**src/rtl/bird_motion_ctrl.sv**
```systemverilog
// bird_motion_ctrl: per-bird motion, hit and life-cycle controller.
// Position is held in signed fixed point and advanced once per frame tick.
module bird_motion_ctrl #(
    parameter int RANDOM_OFFSET    = 0,
    parameter int INITIAL_X        = 280,
    parameter int INITIAL_Y        = 185,
    parameter int IMAGE_WIDTH      = 32,
    parameter int IMAGE_HEIGHT     = 32,
    parameter int SCREEN_WIDTH     = 640,
    parameter int Y_MIN            = 0,
    parameter int Y_MAX            = 240,
    parameter int VERTICAL_EN      = 1,
    parameter int FRAC_BITS        = 6,
    parameter int BASE_STEP        = 50,
    parameter int STEP_INC         = 20,
    parameter int CHANCE_TO_CHANGE = 8,
    parameter int RED_FRAMES       = 32,
    parameter int WING_FRAMES      = 8,
    parameter int LIFE_W           = 4
) (
    input  logic                     clk,
    input  logic                     reset,
    input  logic                     startOfFrame,
    input  logic                     deploy,
    input  logic                     collision,
    input  logic [7:0]               random,
    input  logic [LIFE_W-1:0]        starting_life,
    input  logic [1:0]               speed,
    output logic                     alive,
    output logic                     red,
    output logic                     wing,
    output logic [1:0]               direction,
    output logic signed [1:0][10:0]  coordinate
);

    typedef enum logic [2:0] {IDLE, HOVER, RIGHT, LEFT, DYING} state_t;

    localparam int RW = $clog2(RED_FRAMES + 1);
    localparam int WW = (WING_FRAMES > 1) ? $clog2(WING_FRAMES) : 1;
    localparam int ONE = 2 ** FRAC_BITS;

    localparam logic signed [31:0] X_HI   = 32'((SCREEN_WIDTH - IMAGE_WIDTH) * ONE);
    localparam logic signed [31:0] X_INIT = 32'(INITIAL_X * ONE);
    localparam logic signed [31:0] Y_INIT = 32'(INITIAL_Y * ONE);
    localparam logic signed [31:0] Y_LO   = 32'(Y_MIN * ONE);
    localparam logic signed [31:0] Y_HI   = 32'(Y_MAX * ONE);

    localparam logic [8:0]    CH        = 9'(CHANCE_TO_CHANGE);
    localparam logic [8:0]    CH_HALF   = 9'(CHANCE_TO_CHANGE / 2);
    localparam logic [RW-1:0] RED_LOAD  = RW'(RED_FRAMES);
    localparam logic [WW-1:0] WING_LAST = WW'(WING_FRAMES - 1);

    state_t               state;
    state_t               dir_st;
    state_t               nxt_dir;
    logic signed [31:0]   x;
    logic signed [31:0]   y;
    logic signed [31:0]   step;
    logic signed [31:0]   ystep;
    logic signed [31:0]   x_nx;
    logic signed [31:0]   y_nx;
    logic                 y_up;
    logic                 y_up_nx;
    logic [LIFE_W-1:0]    life;
    logic [LIFE_W-1:0]    life_dec;
    logic [RW-1:0]        red_cnt;
    logic [RW-1:0]        red_dec;
    logic [WW-1:0]        fcnt;
    logic                 latch;
    logic                 hit;
    logic [7:0]           r;
    logic [1:0]           code;

    always_comb begin
        r        = random + 8'(RANDOM_OFFSET);
        step     = 32'(BASE_STEP + STEP_INC * int'(speed));
        ystep    = step >>> 1;
        hit      = latch | (collision & (red_cnt == '0));
        red_dec  = (red_cnt == '0) ? '0 : red_cnt - RW'(1);
        life_dec = (life == '0) ? '0 : life - LIFE_W'(1);

        // a hit suppresses the random direction change for that frame
        dir_st = state;
        if (!hit && ({1'b0, r} < CH)) begin
            if (state == HOVER)
                dir_st = ({1'b0, r} < CH_HALF) ? RIGHT : LEFT;
            else
                dir_st = HOVER;
        end

        nxt_dir = dir_st;
        x_nx    = x;
        if (dir_st == RIGHT) begin
            x_nx = x + step;
            if (x_nx >= X_HI) begin
                x_nx    = X_HI;
                nxt_dir = LEFT;
            end
        end else if (dir_st == LEFT) begin
            x_nx = x - step;
            if (x_nx <= 0) begin
                x_nx    = '0;
                nxt_dir = RIGHT;
            end
        end

        y_nx    = y;
        y_up_nx = y_up;
        if (VERTICAL_EN != 0) begin
            if (y_up) begin
                y_nx = y - ystep;
                if (y_nx <= Y_LO) begin
                    y_nx    = Y_LO;
                    y_up_nx = 1'b0;
                end
            end else begin
                y_nx = y + ystep;
                if (y_nx >= Y_HI) begin
                    y_nx    = Y_HI;
                    y_up_nx = 1'b1;
                end
            end
        end

        code = (nxt_dir == RIGHT) ? 2'd1 :
               (nxt_dir == LEFT)  ? 2'd2 : 2'd0;
    end

    always_ff @(posedge clk) begin
        if (reset) begin
            state     <= IDLE;
            x         <= X_INIT;
            y         <= Y_INIT;
            y_up      <= 1'b0;
            life      <= '0;
            red_cnt   <= '0;
            wing      <= 1'b0;
            latch     <= 1'b0;
            fcnt      <= '0;
            direction <= 2'd0;
        end else begin
            if (startOfFrame)
                fcnt <= (fcnt == WING_LAST) ? '0 : fcnt + WW'(1);

            unique case (state)
                IDLE: begin
                    latch <= 1'b0;
                    if (deploy && starting_life != '0) begin
                        state     <= HOVER;
                        life      <= starting_life;
                        x         <= X_INIT;
                        y         <= Y_INIT;
                        y_up      <= 1'b0;
                        red_cnt   <= '0;
                        direction <= 2'd0;
                    end
                end
                HOVER, RIGHT, LEFT: begin
                    if (startOfFrame) begin
                        latch   <= 1'b0;
                        red_cnt <= red_dec;
                        if (hit) begin
                            life    <= life_dec;
                            red_cnt <= RED_LOAD;
                        end
                        if (hit && life_dec == '0) begin
                            state <= DYING;
                        end else begin
                            state     <= nxt_dir;
                            direction <= code;
                            x         <= x_nx;
                            y         <= y_nx;
                            y_up      <= y_up_nx;
                            if (fcnt == WING_LAST)
                                wing <= ~wing;
                        end
                    end else if (collision && red_cnt == '0) begin
                        latch <= 1'b1;
                    end
                end
                DYING: begin
                    if (startOfFrame) begin
                        red_cnt <= red_dec;
                        if (red_cnt <= RW'(1)) begin
                            state     <= IDLE;
                            direction <= 2'd0;
                        end
                    end
                end
                default: state <= IDLE;
            endcase
        end
    end

    assign alive         = (state != IDLE);
    assign red           = (red_cnt != '0);
    assign coordinate[0] = x[FRAC_BITS+10:FRAC_BITS];
    assign coordinate[1] = y[FRAC_BITS+10:FRAC_BITS];

endmodule

```
**config.mk**
```make
export PLATFORM = sky130hd
export DESIGN_NAME = bird_motion_ctrl
export DESIGN_NICKNAME = d
export VERILOG_FILES = /design/src/rtl/bird_motion_ctrl.sv
export SDC_FILE = /design/constraint.sdc
export NUM_CORES = 1
export LEC_CHECK = 0
export CORE_ASPECT_RATIO = 0.75
export CORE_MARGIN = 2
export CORE_UTILIZATION = 23
export CTS_BUF_LIST = sky130_fd_sc_hd__clkbuf_8 sky130_fd_sc_hd__clkbuf_16
export DETAILED_ROUTE_END_ITERATION = 10
export GPL_ROUTABILITY_DRIVEN = 1
export SETUP_SLACK_MARGIN = 0.4
export SYNTH_ARGS = -nofsm -noshare
export SYNTH_HDL_FRONTEND = slang
export SYNTH_SLANG_ARGS = --single-unit
```
**constraint.sdc**
```tcl
create_clock -name clk -period 4.8 [get_ports clk]
set_input_delay 0.48 -clock clk [delete_from_list [all_inputs] [get_ports clk]]
set_output_delay 0.48 -clock clk [all_outputs]
set_load 0.01 [all_outputs]
```
==> out/summary.md, run 1 <==
The count of nets left with antenna violations once routing finished came out at 0. The number of antenna violations at the first check in global routing is 0, and the number of synthesized flops with an enable pin is 0. The final cycle utilization of the critical path was 0.890. The tightest min-delay check is of the flip-flop to flip-flop type.

The logs give 1224 for the post-synthesis net count and 870 ps for the worst-case register-to-register setup slack. Max-slew violation count: 0. IR analysis of the VDD net gives a maximum drop of 0.000185 V. The capture endpoint of the worst hold path is x[3]. The count of port buffers added during placement is 43, and the die span in y is 169 microns. STA classifies the critical path startpoint as a primary input. The netlist uses 86 different library cells. The die covers 0.0379 sq mm. The number of clock sinks was 84. The first global-routing pass estimated 47.5 mm of wire. Summed over all nets, the switching power comes to 0.862 mW. For the pin with the worst max-slew slack, the measured transition is 1010 ps.

The post-synthesis to final-layout area growth is 18.4%. In this run the most critical hold path is launched from x[3]. The worst slew margin relative to its limit was 0.324; the effective utilization at floorplan was 0.233. The tools report the root buffer cell as sky130_fd_sc_hd__clkbuf_16. By area the synthesized netlist is led by sky130_fd_sc_hd__dfxtp_1 20%, sky130_fd_sc_hd__nand2_1 4.6%, sky130_fd_sc_hd__nor2_1 4.5%. After synthesis the cells add up to 0.00837 sq mm. The share of power burned in the clock network is 0.349, and the power per cell area is 238 mW/mm^2. The repair_antennas step left the layout with diodes totalling 0. Setup repair after global routing left no endpoint under its margin.

In the layout the commonest cells are 102 x sky130_fd_sc_hd__nand2_1, 100 x sky130_fd_sc_hd__nor2_1, 84 x sky130_fd_sc_hd__dfxtp_1, 65 x sky130_fd_sc_hd__a21oi_1, 64 x sky130_fd_sc_hd__buf_4. After clock tree synthesis, the clock-pin slew on the worst setup and hold paths is 70 ps. The switching portion of total power works out to 0.366. The worst-case reg-to-reg path depth works out to 13. The combinational power share is 0.309.

In the synthesized netlist the dominant register cell turns out to be sky130_fd_sc_hd__dfxtp_1. Across all layers, the routed design uses 9464 vias. Setup total negative slack on the finished layout was measured at 0 ps.

Using the TritonRoute via totals, the vias-per-cell ratio works out to 5.70. The tools report the number of placement rows as 60. For the number of global-route vias before repair, the log shows 8289. The largest total area in the synthesized netlist belongs to sky130_fd_sc_hd__dfxtp_1.

The design draws 2.35 mW. The congestion estimate from routability-driven global placement came to 0.990. In this run the static leakage power is 3.48 nW.

The worst register-to-register path begins at y[0]. STA classifies the critical path endpoint as a flip-flop. The pre-antenna-repair detailed-routing pass consisted of 5 iterations. The yosys synthesis warning count was 0.

The net total in the final layout was 1238; the average wire per cell in the routed design was 18.4 microns. The highest fanout seen on the critical path is 11, and the data required time at the worst endpoint is 5090 ps. The register share of total power is 0.342. The setup path with the least slack is of type primary input to flip-flop.

Max-cap violations in this run came to 0. The post-synthesis async set-or-reset flop share is 0, and the total overflow reported by the global router is 0. The first routing iteration left 1105 violations. The tools report the deepest clock path buffer count as 2. The average footprint of a synthesized cell was 7.12 sq um. The run gives 0 as the total setup violations reported at the end of the flow. After synthesis the netlist holds a flip-flop and latch count of 84. For the number of endpoints with negative hold slack in the final report, the log shows 0. The clock arrives with 13.0 ps of skew.

The run finished with clean final reports. For the synthesized instance count, the log shows 1175. The worst hold path depth came out at 2. Detailed placement finished with a half-perimeter wire length of 22.5 mm. At the later pin of the worst-skew pair, clock insertion delay measures 370 ps. The final design utilization is 0.276. The sequential share of the synthesized area came out at 0.201. The proportion of netlist area held by the largest area contributor came out at 0.201.

For the finished layout, the period the worst path requires is 4270 ps. The number of remaining DRC errors is 0. Data on the critical path arrives at its endpoint at 4570 ps. The die is 224 microns wide. The total wirelength of the detailed-routed design was 30.6 mm. Entering global routing, the biggest net connects 28 pins. Buffers inserted during clock tree synthesis total 9. Total core area: 0.0359 sq mm. The internal portion of the total power is 1.49 mW.

The most common library cell in the layout ignoring fill and taps was sky130_fd_sc_hd__nand2_1. Static timing analysis puts the maximum clock frequency at 234 MHz. The total of hold buffers inserted after clock tree synthesis was 0; the share of cells above drive strength 1 was 0.125. For the total global-route track usage, the log shows 0.156. The logs give 3 for the number of H-tree levels and 46 for the top-level I/O count.

TritonCTS built the clock tree. The worst register-to-register path ends at y[29].
[synth_stat cells (all sizes together) (13+ instances only)]
cell type	instances
nand2	102
nor2	102
dfxtp	84
a21oi	72
clkbuf	68
nor3	60
o21ai	58
nand3	53
nor4	42
buf	39
inv	37
xnor2	30
and3	29
ha	26
nand4	25
or3	25
a31oi	24
a211oi	23
o311ai	23
a221oi	17
a21o	15
and2	15
mux2i	15
nand2b	13
[area by class of cell]
cell class | instances | area, sq um
fillers | 3870 | 26000
multi-input cells | 947 | 6200
flip-flops and latches | 84 | 1680
repair buffers | 110 | 971
well taps | 465 | 582
clock buffers | 9 | 225
inverters | 37 | 139
clock inverters | 7 | 105
[sequential cells by signal, summed over array words and instances, names as in the netlist]
| signal | flops |
|---|---|
| y | 32 |
| direction | 2 |
| fcnt | 3 |
| wing | 1 |
| latch | 1 |
| state | 3 |
| red_cnt | 6 |
| life | 4 |
| y_up | 1 |
| x | 31 |
[metal layers]
metal / GRT usage / part of all wire / routed length, microns / vias to the layer above
li1: - / - / - / 4433
met2: 0.218 / 0.40 / 12300 / 471
met3: 0.0372 / 0.11 / 3220 / 44
met4: 0.0363 / 0.016 / 503 / 0
met1: 0.237 / 0.48 / 14500 / 4516
met5: 0 / 0 / 0 / -
[critical path, cell delays in order]
cell and delay (ps):
sky130_fd_sc_hd__clkdlybuf4s50_1 500, sky130_fd_sc_hd__inv_2 60, sky130_fd_sc_hd__ha_2 320, sky130_fd_sc_hd__inv_1 70
sky130_fd_sc_hd__ha_2 410, sky130_fd_sc_hd__a21o_1 240, sky130_fd_sc_hd__o21ai_0 120, sky130_fd_sc_hd__buf_4 180
sky130_fd_sc_hd__a311oi_1 350, sky130_fd_sc_hd__buf_4 180, sky130_fd_sc_hd__mux2i_1 290, sky130_fd_sc_hd__nand4_1 190
sky130_fd_sc_hd__nor4_2 210, sky130_fd_sc_hd__a21oi_2 140, sky130_fd_sc_hd__a21o_1 210, sky130_fd_sc_hd__buf_4 180
sky130_fd_sc_hd__or3_1 340, sky130_fd_sc_hd__o21ai_0 70
[power groups by stage]
stage | Clock (mW) | Combinational (mW) | Sequential, mW
after detailed placement | 0 | 0.704 | 0.820
after CTS | 0.839 | 0.708 | 0.804
final | 0.820 | 0.728 | 0.806
after floorplan | 0 | 0.506 | 0.788
after global routing | 0.867 | 0.800 | 0.814
after global placement | 0 | 0.699 | 0.818
[kinds of logic (layout without fill, tap and decap cells)]
kind of cell	after synthesis	count (layout)	synth area share
and+or+nand+nor	527	527	0.332
AOI/OAI and AO/OA	329	329	0.272
buffers and inverters	144	163	0.0791
DFF	84	84	0.201
xor gates and xnor gates	42	42	0.0440
adders and majority gates	30	30	0.0484
muxes	19	19	0.0233
[worst max-delay path by stage]
stage	start	to	slack, ps
4_1_cts	speed[1]	y[15]	440
6_report	speed[1]	x[7]	530
3_5_place_dp	speed[1]	x[8]	-100
2_1_floorplan	speed[0]	y[7]	980
3_3_place_gp	speed[1]	x[7]	40
5_1_grt	speed[1]	y[6]	390
[per-stage QoR]
step	area, sq um	setup WS, ps	hold slack [ps]	std cells
5_1_grt	9910	391	516	1659
3_3_place_gp	9390	42.1	471	1642
6_report	9910	526	492	1659
4_1_cts	9720	441	496	1658
3_5_place_dp	9390	-99.3	479	1642
2_1_floorplan	8370	983	451	1175
[what timing repair did]
item / CTS / global route
resized for setup: 1 / 36
buffers inserted: 0 / 1
pin swaps: 0 / 7
setup endpoints to repair: 18 / 56
Power figures use the tool's default switching activity.
==> run 2, diff against run 1 <==
--- a/config.mk
+++ b/config.mk
@@ -9,7 +9,9 @@
 export CORE_MARGIN = 2
 export CORE_UTILIZATION = 23
 export CTS_BUF_LIST = sky130_fd_sc_hd__clkbuf_8 sky130_fd_sc_hd__clkbuf_16
+export CTS_CLUSTER_DIAMETER = 200
 export DETAILED_ROUTE_END_ITERATION = 10
+export DONT_BUFFER_PORTS = 1
 export GPL_ROUTABILITY_DRIVEN = 1
 export SETUP_SLACK_MARGIN = 0.4
 export SYNTH_ARGS = -nofsm -noshare
==> out/summary.md, run 2 (synthesized netlist as in run 1, its figures left out) <==
The flow ran to the end, and the final reports show no timing, DRC or antenna violations. Top-level I/O count: 46. After legalization and detailed placement, the total HPWL measured 21.9 mm. Using the TritonRoute via totals, the vias-per-cell ratio works out to 5.65. The number of endpoints with negative hold slack in the final report is 0, and the least setup slack across all paths after layout is 656 ps. The number of global-route vias before repair is 7854. The post-route cell area was 0.00914 sq mm; the post-synthesis to final-layout area growth was 9.22%. The number of clock buffers added by TritonCTS is 9. Post-detailed-route count of antenna-violating nets: 0.

The shortest period the worst path allows was 4140 ps; the final cycle utilization of the critical path was 0.863. The initialized floorplan defines 60 standard-cell rows. Setup total negative slack on the finished layout was measured at 0 ps.

At the later pin of the worst-skew pair, clock insertion delay measures 360 ps. For the pin with the worst max-slew slack, the measured transition is 883 ps. The tree is rooted in a sky130_fd_sc_hd__clkbuf_16. The first global-routing pass estimated 45.5 mm of wire. After the last flow step, the layout net total stands at 1167.

Across the run, the number of max-cap violations was 0. The max-slew violation count came out at 0. CTS built an H-tree with a depth of 3.

The floorplan step set the die width to 224 microns. The tools report the effective utilization at floorplan as 0.233. Setup repair after global routing left no endpoint under its margin. The antenna diode count is 0, and the total of hold buffers inserted after clock tree synthesis is 0. The die span in y came out at 169 microns. Total wirelength of the detailed-routed design: 29.2 mm. The core region is 0.0359 sq mm. The number of DRC markers in iteration 0 was 914; the leakage power was 3.17 nW.

At the worst endpoint, the required time is 5070 ps. Timing analysis after detailed placement gives a worst setup slack of 300 ps. The share of cells above drive strength 1 was 0.0864; the placed instance area was 0.00874 sq mm. y holds more flip-flops than any other register. The logs give 0.151 for the total global-route track usage and 0.255 for the final design utilization.

The register with the most flip-flops in the layout has 32 of them. Category of the most critical setup path: primary input to flip-flop. The tools report the worst IR drop on VDD as 0.000214 V. After detailed routing, the number of remaining DRC violations is 0.

For the final database, setup skew stands at 11.0 ps. The largest net degree at the start of global routing is 34. Based on the critical path, the design can be clocked at up to 241 MHz. The largest registers in the layout are y x32, x x31, red_cnt x6. In this run the deepest clock path goes through 2 buffers.

Routability-driven placement finished with a final weighted congestion of 0.937. The layout has 3975 filler cells. The worst setup path is launched from a primary input. The worst slew margin relative to its limit was 0.412; the highest fanout seen on the critical path was 22. The total via count in the routed design is 8974, and the area enclosed by the die boundary is 0.0379 sq mm. Clock-pin slew was measured on the worst setup and hold paths at 70 ps. The total placed cells including tap cells is 1572. The final cell count without fillers is 1588.

For this run, the detailed router's first-pass iteration total came to 5. Leaving out fill and tap cells, the most frequent cells in the layout are 102 x sky130_fd_sc_hd__nand2_1, 100 x sky130_fd_sc_hd__nor2_1, 84 x sky130_fd_sc_hd__dfxtp_1, 70 x sky130_fd_sc_hd__a21oi_1, 60 x sky130_fd_sc_hd__nor3_1. The tightest min-delay check is of the primary input to flip-flop type. Setup violations remaining at the end of the flow were counted as 0.

The number of antenna violations at the first check in global routing was 0. Leaving out fill and tap cells, the most frequent cell in the layout is sky130_fd_sc_hd__nand2_1. TritonCTS built the clock tree. For this design, the sink count on the clock tree is 84.

In this run the power density over the cells is 258 mW/mm^2. The worst setup path is captured at a flip-flop. The count of port buffers added during placement came out at 0. In the final routed layout, each cell accounts on average for 18.4 microns.

The tools report the total overflow reported by the global router as 0. For the worst setup path, the data arrival time is 4410 ps.
## run 2: cell count changes in the layout (fill, tap and decap cells not counted), sizes merged
cell | before | now
clkdlybuf4s50 | 43 | 0
buf | 67 | 39
inv | 41 | 38
bufinv | 2 | 4
clkbuf | 9 | 10
clkinv | 0 | 1
clkinvlp | 1 | 0
## run 2: critical path, stage by stage
cell	delay [ps]
sky130_fd_sc_hd__inv_1	50
sky130_fd_sc_hd__ha_1	330
sky130_fd_sc_hd__inv_1	80
sky130_fd_sc_hd__ha_1	520
sky130_fd_sc_hd__a21o_1	310
sky130_fd_sc_hd__a221oi_2	100
sky130_fd_sc_hd__buf_4	200
sky130_fd_sc_hd__nor3_1	380
sky130_fd_sc_hd__mux2i_1	350
sky130_fd_sc_hd__o211ai_1	180
sky130_fd_sc_hd__nor3_1	450
sky130_fd_sc_hd__a21oi_1	240
sky130_fd_sc_hd__nor2_4	160
sky130_fd_sc_hd__buf_12	180
sky130_fd_sc_hd__o21ai_0	100
sky130_fd_sc_hd__a41oi_1	260
## run 2: final cells by class
class / instances / area, sq um / area share
Clock buffer: 10 / 239 / 0.0261
Sequential cell: 84 / 1680 / 0.184
Clock inverter: 6 / 134 / 0.0146
Timing Repair Buffer: 39 / 305 / 0.0334
Multi-Input combinational cell: 947 / 6060 / 0.663
Inverter: 37 / 139 / 0.0152
Tap cell: 465 / 582 / 0.0636
## run 2: layer usage
metal  wire (microns)  global-route usage
met1            14100               0.232
met2            11700               0.207
met3             3080              0.0384
met4              307              0.0322
met5                0                   0
## run 2: through the flow
step	hold WS [ps]	power [mW]
finish	194	2.36
global placement	469	1.44
detailed placement	477	1.45
CTS	180	2.36
global route	182	2.47
floorplan	451	1.29
## run 2: final timing paths
kind                               start     to  slack, ps  depth (start not counted)
worst max register to register      y[0]  y[15]        710                         12
worst min register to register      y[2]   y[2]        490                          2
worst max-delay path            speed[1]  y[15]        660                         16
worst min-delay path               reset   y_up        190                          1
## run 2: what timing repair did
item | 4_1_cts | 5_1_grt
endpoints found under the setup margin | 0 | 19
buffers inserted | 0 | 0
gates resized for setup | 0 | 5
## run 2: power breakdown
group | internal (mW) | switching [mW]
Clock | 0.577 | 0.330
Combinational | 0.233 | 0.415
Sequential | 0.737 | 0.0655
Total | 1.55 | 0.811
